`src/rtl/fib_pkg.sv`:
```
// fib_pkg: shared types and constants for the Fibonacci sequence checker
package fib_pkg;
  localparam int FIB_W = 32;
  typedef logic [FIB_W-1:0] fib_word_t;
  typedef enum logic [1:0] {EXP0, EXP1, RUN} chk_state_e;
endpackage

```
`src/rtl/fib_fifo.sv`:
```
// fib_fifo: first-word fall-through FIFO, full blocks push even when popping
module fib_fifo
  import fib_pkg::*;
#(
  parameter int DEPTH = 8,
  parameter int W     = FIB_W
) (
  input  logic         clk,
  input  logic         reset,
  input  logic         i_push,
  input  logic [W-1:0] i_data,
  output logic         o_ready,
  output logic         o_valid,
  output logic [W-1:0] o_data,
  input  logic         i_pop
);
  localparam int AW = $clog2(DEPTH);
  logic [AW-1:0] r_wp, r_rp;
  logic [AW:0]   r_cnt;
  logic [W-1:0]  r_mem [DEPTH];
  logic          w_push, w_pop;
  assign o_ready = r_cnt != (AW+1)'(DEPTH);
  assign o_valid = r_cnt != '0;
  assign o_data  = r_mem[r_rp];
  assign w_push  = i_push & o_ready;
  assign w_pop   = i_pop & o_valid;
  // pointers wrap naturally at DEPTH; occupancy holds 0..DEPTH
  always_ff @(posedge clk or negedge reset)
    if (!reset) begin
      r_wp  <= '0;
      r_rp  <= '0;
      r_cnt <= '0;
    end else begin
      if (w_push) r_wp <= r_wp + 1'b1;
      if (w_pop) r_rp <= r_rp + 1'b1;
      r_cnt <= r_cnt + (AW+1)'(w_push) - (AW+1)'(w_pop);
    end
  // storage needs no reset: contents are only read while occupied
  always_ff @(posedge clk)
    if (w_push) r_mem[r_wp] <= i_data;
endmodule

```
`config.mk`:
```
export PLATFORM = sky130hd
export DESIGN_NAME = fib_fifo
export DESIGN_NICKNAME = d
export VERILOG_FILES = /design/src/rtl/fib_pkg.sv /design/src/rtl/fib_fifo.sv
export SDC_FILE = /design/constraint.sdc
export NUM_CORES = 1
export LEC_CHECK = 0
export BUFFER_PORTS_ARGS = -buffer_cell sky130_fd_sc_hd__buf_4
export CAP_MARGIN = 20
export CORE_ASPECT_RATIO = 1.4
export CORE_MARGIN = 8
export CORE_UTILIZATION = 45
export DETAILED_ROUTE_END_ITERATION = 10
export GPL_TIMING_DRIVEN = 1
export PLACE_DENSITY_LB_ADDON = 0.12
export REMOVE_ABC_BUFFERS = 1
export SYNTH_ARGS = -nofsm -noshare
export SYNTH_HDL_FRONTEND = slang
export SYNTH_SLANG_ARGS = --single-unit
```
`constraint.sdc`:
```
create_clock -name clk -period 4.8 [get_ports clk]
set_input_delay 0.48 -clock clk [delete_from_list [all_inputs] [get_ports clk]]
set_output_delay 0.48 -clock clk [all_outputs]
set_load 0.01 [all_outputs]
```
==> metrics.md, run 1 <==
| Metric | Value |
|---|---|
| CTS H-Tree Depth | `1` |
| CTS clock-pin slew for the worst setup and hold paths | `around 0.060 ns` |
| Die area | `28,000 µm²` |
| Max_slew headroom | `27.4%` |
| RSZ-0062 raised after global routing | `false` |
| Placement Setup Slack | `1.85 ns` |
| Routed Antenna Nets | `0` |
| Most area-hungry cell type in the Yosys netlist | `edfxtp_1` |
| Via density | `5.42` |
| Commonest cells post-synth | `256 x edfxtp_1, 44 x mux4_2, 33 x mux2_2, 20 x mux4_1, 10 x dfrtp_1` |
| Routed len/inst | `23.7 µm` |
| First-pass GRT wire length | `slightly above 30,000 µm` |
| Mapped Area | `between 10,000 and 15,000 µm²` |
| Critical-path maximum fanout | `45` |
| Worst R2R Start | `r_cnt[2]` |
| Die Span Y | `195 µm` |
| Initial detailed-routing violation count | `240` |
| Rows | `65` |
| WP data required | `approximately 4.3 ns` |
| Final min period | `3.41 ns` |
| Overall Power | `7.38 mW` |
| ANT cells | `0` |
| Sequential fraction of the synthesis area | `77.2%` |
| P_sw | `between 2 and 2.5 mW` |
| Yosys top cell area share | `74.7%` |
| Synth Flop Type | `edfxtp_1` |
| Pleak | `4.03 nW` |
| Seq pwr share | `44.2%` |
| CP dominant cell by count | `buf_4` |
| Pwr per Cell Area | `between 600 and 700 nW/µm²` |
| Post-synthesis average cell area | `24.2 µm²` |
| Part of the power in the clock network | `roughly 28%` |
| HP Class | `input pin to register` |
| Port Buffer Count | `69` |
| Crit-path max cell delay | `about 1 ns` |
| Starting Density | `45.7%` |
| Finished Core Util | `between 50% and 60%` |
| DRC errors left | `0` |
| Int Power | `5.33 mW` |
| Yosys warnings | `0` |
| Num CTS Buffers | `25` |
| Most common cell in the netlist | `edfxtp_1` |
| Worst path slowest cell | `dfrtp_4` |
| DR vias | `4,517` |
| Peak supply drop | `0.000359 V` |
| Switching share of power | `27.8%` |
| Maximum Capacitance Violations | `0` |
| Comb power frac | `roughly 28%` |
| Number of synthesized flops with an enable pin | `~260` |
| Status | `finished clean` |
| Crit Path Class | `register to output pin` |
| Setup TNS Final | `0 ns` |
| Share of cells above drive strength 1 | `roughly two fifths` |
| Synth-to-Final Area Change | `17.4%` |
| Worst EP arrival | `2.93 ns` |
| Skew-Pair Late Insertion Delay | `0.52 ns` |
| Distinct cell type count after synthesis | `27` |
| Post-Route WL | `19,700 µm` |
| # IOs | `70` |
| Clock Sinks | `approximately 270` |
| Number of global-route vias before repair | `5,037` |
| CTS tree | `done` |
| Post-DP HPWL | `11,200 µm` |
| CP Cell Sequence | `buf_4 -> mux4_1 -> mux2_2 -> buf_4` |
| Resized cells post-CTS | `0` |
| Final net count | `560` |
| Gr usage total | `14.5%` |
| Hold wc startpoint | `i_data[20]` |
| Initial antenna violation count | `0` |
| Setup crit start kind | `register` |
| Flops & latches, synth | `about 270` |
| Final worst-path cycle share | `71.1%` |
| Mapped Cells | `between 400 and 500` |
| GRT Residual Overflow | `0` |
| Drt pass-1 iters | `4` |
| Die Wd | `approximately 140 µm` |
| Setup ws final | `1.39 ns` |
| Synth area leaders | `edfxtp_1 75%, mux4_2 9.6%, mux4_1 5.1%, mux2_2 3.6%, dfrtp_1 2.4%` |
| Largest net degree at the start of global routing | `46` |
| Worst-Margin Slew | `1.09 ns` |
| Hold Fails Final Rpt | `0` |
| Skew final | `a little under 0.009 ns` |
| CP startpoint | `r_rp[0]` |
| Slew Limit Fails | `0` |
| Core area | `~23,000 µm²` |
| Fmax | `293 MHz` |
| Routability cong. | `0.673` |
| Root buf cell | `clkbuf_16` |
| Setup-failing EPs final | `0` |
| Critical path capture point type | `output pin` |
| Clock Tree Buf Depth | `3` |
| Fraction of registers with async set/reset | `under 10%` |
[layer usage]
metal	GRT usage (%)	wire length, µm	vias up
met2	25.1	10400	95
li1	-	-	1982
met1	18.1	8050	2418
met5	0	0	-
met4	3.52	242	0
met3	3.16	1030	22
[final timing paths]
| check | to | slack [ns] | cells after the start |
|---|---|---|---|
| setup / recovery | o_data[31] | 1.39 | 4 |
| hold / removal | r_mem[1][20] | 0.19 | 1 |
| setup reg to reg | r_mem[4][12] | 2.09 | 6 |
| hold reg to reg | r_cnt[0] | 0.52 | 1 |
| max in group asynchronous | r_rp[0] | 4.32 | 2 |
| min in group asynchronous | r_wp[0] | 0.32 | 2 |
[area by class of cell]
type | instances | area, µm²
fill | 1742 | 10500
sequential | 266 | 7940
multi-input combinational | 134 | 2240
timing repair buffer | 82 | 647
clock buffer | 27 | 633
tap | 301 | 377
clock inverter | 17 | 213
inverter | 6 | 22.5
[kinds of logic after synthesis]
kind of cell	count (synthesis)	share of synthesized area (%)
adder cells (fa/ha/maj)	9	1.17
AO/OA/AOI/OAI	2	0.122
AND/OR/NAND/NOR	19	0.937
buffers and inverters	25	1.63
flip-flops	266	77.2
multiplexers	98	18.5
XOR/XNOR	6	0.511
[placed cells by master (no fill, tap or decap), types with 2 or more instances in the layout]
cell type / instances
dfrtp_2: 2
nand2_1: 3
clkbuf_16: 25
mux2_2: 33
clkbuf_1: 2
clkinvlp_4: 3
nand2b_1: 2
ha_1: 8
xnor2_1: 4
clkinv_1: 7
nand3_1: 3
inv_1: 6
mux4_2: 44
nor2_4: 6
bufinv_16: 5
nor3_2: 2
mux4_1: 20
buf_4: 78
edfxtp_1: 256
dfrtp_1: 7
buf_12: 2
xor2_1: 2
[worst max-delay path: cells and delay by family (launching register included)]
| kind | cells | cell delay [ns] |
|---|---|---|
| muxes | 2 | 0.86 |
| DFF | 1 | 1.01 |
| buffers and inverters | 2 | 0.53 |
[what timing repair did]
item | in CTS | in global routing
setup buffers | 0 | 0
endpoints found under the hold margin | 10 | 0
hold buffers | 1 | 0
[stage by stage]
step	area, µm²	std cells	hold slack (ns)
2_1_floorplan	10100	406	0.184
3_3_place_gp	11200	787	0.318
4_1_cts	12100	832	0.174
6_report	12100	833	0.193
3_5_place_dp	11200	787	0.320
5_1_grt	12100	833	0.177
[sequential cells by signal, indices dropped and copies added, names as in the netlist]
name	flops
r_mem	256
r_cnt	4
r_rp	3
r_wp	3
[power by group through the flow]
stage,Clock [mW],Sequential [mW],Combinational (mW)
3_5_place_dp,0,3.34,2.14
6_report,2.04,3.27,2.08
2_1_floorplan,0,3.27,1.29
4_1_cts,2.09,3.29,2.15
5_1_grt,2.17,3.33,2.27
3_3_place_gp,0,3.31,2.11
Note: power is estimated with default switching activity, not from simulation.
==> run 2, diff against run 1 <==
==> constraint.sdc (replaced) <==
create_clock -name clk -period 2.75 [get_ports clk]
set_input_delay 0.275 -clock clk [delete_from_list [all_inputs] [get_ports clk]]
set_output_delay 0.275 -clock clk [all_outputs]
set_load 0.01 [all_outputs]
==> run 2 against run 1 <==
Count of clock-buffer cells in the layout unchanged. Power increased by 75%. First-iteration DRC count is 68% higher. Cell area grew 3.2%. Via count is 1.2% higher. Core utilization up 1.7 points. Sequential power rose by 63%. Clock power up 67%. Die area is the same.
==> metrics.md, run 2 (synthesis results as in run 1) <==
| Metric | Value |
|---|---|
| Status | `finished clean` |
| Max FFs per register | `256` |
| Setup TNS Final | `0 ns` |
| Commonest non-fill, non-tap cell in the layout | `edfxtp_1` |
| Num CTS Buffers | `25` |
| Finished Core Util | `55.3%` |
| Pleak | `4.21 nW` |
| ANT cells | `0` |
| CTS H-Tree Depth | `1` |
| CTS Hold Bufs | `32` |
| DRC errors left | `0` |
| Filler cell count | `about 1,700` |
| Final net count | `598` |
| Root buf cell | `clkbuf_16` |
| Reg-to-reg endpoint | `r_cnt[2]` |
| # Post-CTS Setup Buffers | `0` |
| Synth-to-Final Area Change | `21.1%` |
| Die Wd | `144 µm` |
| RSZ-0062 raised after global routing | `false` |
| Initial antenna violation count | `0` |
| Largest reg by FF count | `r_mem` |
| Routability cong. | `0.646` |
| CTS tree | `done` |
| Int Power | `9.33 mW` |
| Part of the power in the clock network | `around a quarter` |
| Worst EP arrival | `2.39 ns` |
| Setup-failing EPs final | `0` |
| P_sw | `3.60 mW` |
| Peak supply drop | `between 0.0007 and 0.0008 V` |
| Setup crit start kind | `register` |
| Resized cells post-CTS | `0` |
| Hold path cells | `1` |
| Crit Path Class | `register to output pin` |
| DR vias | `4,570` |
| HP Class | `input pin to register` |
| Pwr per Cell Area | `1040 nW/µm²` |
| GRT Residual Overflow | `0` |
| Hold EP | `r_mem[5][13]` |
| Hold Fails Final Rpt | `0` |
| Fin Hold WS | `0.0209 ns` |
| # IOs | `70` |
| Skew-Pair Late Insertion Delay | `0.51 ns` |
| Via density | `about 5.2` |
| Maximum Capacitance Violations | `0` |
| Largest net degree at the start of global routing | `48` |
| Gr usage total | `14.0%` |
| CTS clock-pin slew for the worst setup and hold paths | `about 0.060 ns` |
| WP data required | `2.48 ns` |
| Drt pass-1 iters | `4` |
| Final min period | `2.66 ns` |
| Initial detailed-routing violation count | `403` |
| Overall Power | `12.9 mW` |
| Share of cells above drive strength 1 | `37.2%` |
| Die Span Y | `195 µm` |
| First-pass GRT wire length | `29,700 µm` |
| Number of global-route vias before repair | `around 5,000` |
| Comb power frac | `32.3%` |
| Starting Density | `45.7%` |
| Worst R2R Start | `r_cnt[2]` |
| Core area | `between 20,000 and 25,000 µm²` |
| Most frequent cells in the layout | `256 x edfxtp_1, 81 x buf_4, 44 x mux4_2` |
| Fmax | `376 MHz` |
| Max_slew headroom | `about 72%` |
| R2R cell count | `10` |
| Die area | `28,000 µm²` |
| Hold wc startpoint | `i_data[13]` |
| Worst R2R Setup Slack | `0.21 ns` |
| Largest regs | `r_mem (256), r_cnt (4)` |
| Critical path capture point type | `output pin` |
| Post-DP HPWL | `10,900 µm` |
| Skew final | `0.0107 ns` |
| Slew Limit Fails | `0` |
| Clock Sinks | `266` |
| Seq pwr share | `41.3%` |
| Rows | `65` |
| Worst-Margin Slew | `0.414 ns` |
| Routed len/inst | `22.3 µm` |
| Switching share of power | `27.8%` |
| Port Buffer Count | `69` |
| Critical-path maximum fanout | `47` |
| Clock Tree Buf Depth | `3` |
| Routed Antenna Nets | `0` |
| Post-Route WL | `between 15,000 and 20,000 µm` |
| Final worst-path cycle share | `a little over nine tenths` |
-- run 2: changes by cell type in the layout (fill, tap and decap cells not counted) --
cell           before  now
inv_6               1    0
dlygate4sd3_1       1   32
clkinv_4            0    1
buf_4              78   81
clkinvlp_4          3    0
clkinv_2            1    5
bufinv_16           5    4
buf_6               1    0
buf_12              2    7
-- run 2: cell type report --
cell class                 instances  area, µm²  share of cell area (%)
sequential                       266       7940                    63.8
multi-input combinational        134       2240                    17.9
timing repair buffer             120       1070                    8.58
clock buffer                      27        633                    5.08
tap                              301        377                    3.02
clock inverter                    17        180                    1.45
inverter                           6       22.5                   0.181
-- run 2: worst max-delay path by stage --
stage | endpoint | cells after the start | slack [ns] | from
6_report | o_data[2] | 4 | 0.09 | r_rp[0]
5_1_grt | o_data[2] | 4 | 0.007 | r_rp[0]
4_1_cts | o_data[2] | 4 | 0.05 | r_rp[0]
3_5_place_dp | r_cnt[2] | 10 | 0.25 | r_cnt[2]
3_3_place_gp | r_cnt[2] | 10 | 0.34 | r_cnt[2]
2_1_floorplan | o_data[15] | 2 | -0.90 | r_rp[0]
-- run 2: metrics by stage --
| stage | instances | cell area (µm²) | setup WS, ns |
|---|---|---|---|
| global placement | 795 | 11300 | 0.342 |
| global route | 871 | 12500 | 0.00660 |
| floorplan | 406 | 10100 | -0.896 |
| CTS | 871 | 12500 | 0.0472 |
| detailed placement | 795 | 11300 | 0.252 |
| finish | 871 | 12500 | 0.0893 |
-- run 2: critical path, stage by stage, from the launching register on --
cell     delay [ns]
dfrtp_4        0.43
buf_12         0.35
mux4_1         0.61
mux2_2         0.32
buf_4          0.15
-- run 2: power by group through the flow --
stage | logic [mW] | clock network, mW | registers (mW)
floorplan | 2.25 | 0 | 5.71
global placement | 4.20 | 0 | 5.38
detailed placement | 4.25 | 0 | 5.43
CTS | 4.31 | 3.50 | 5.34
global route | 4.51 | 3.63 | 5.38
finish | 4.18 | 3.41 | 5.33
-- run 2: metal layers --
metal  GRT usage (%)  wire (µm)  part of all wire [%]
met2            24.1      10000                    52
met4            3.52        336                   1.7
met1            18.2       8240                    43
met5               0          0                     0
met3            2.13        783                   4.0
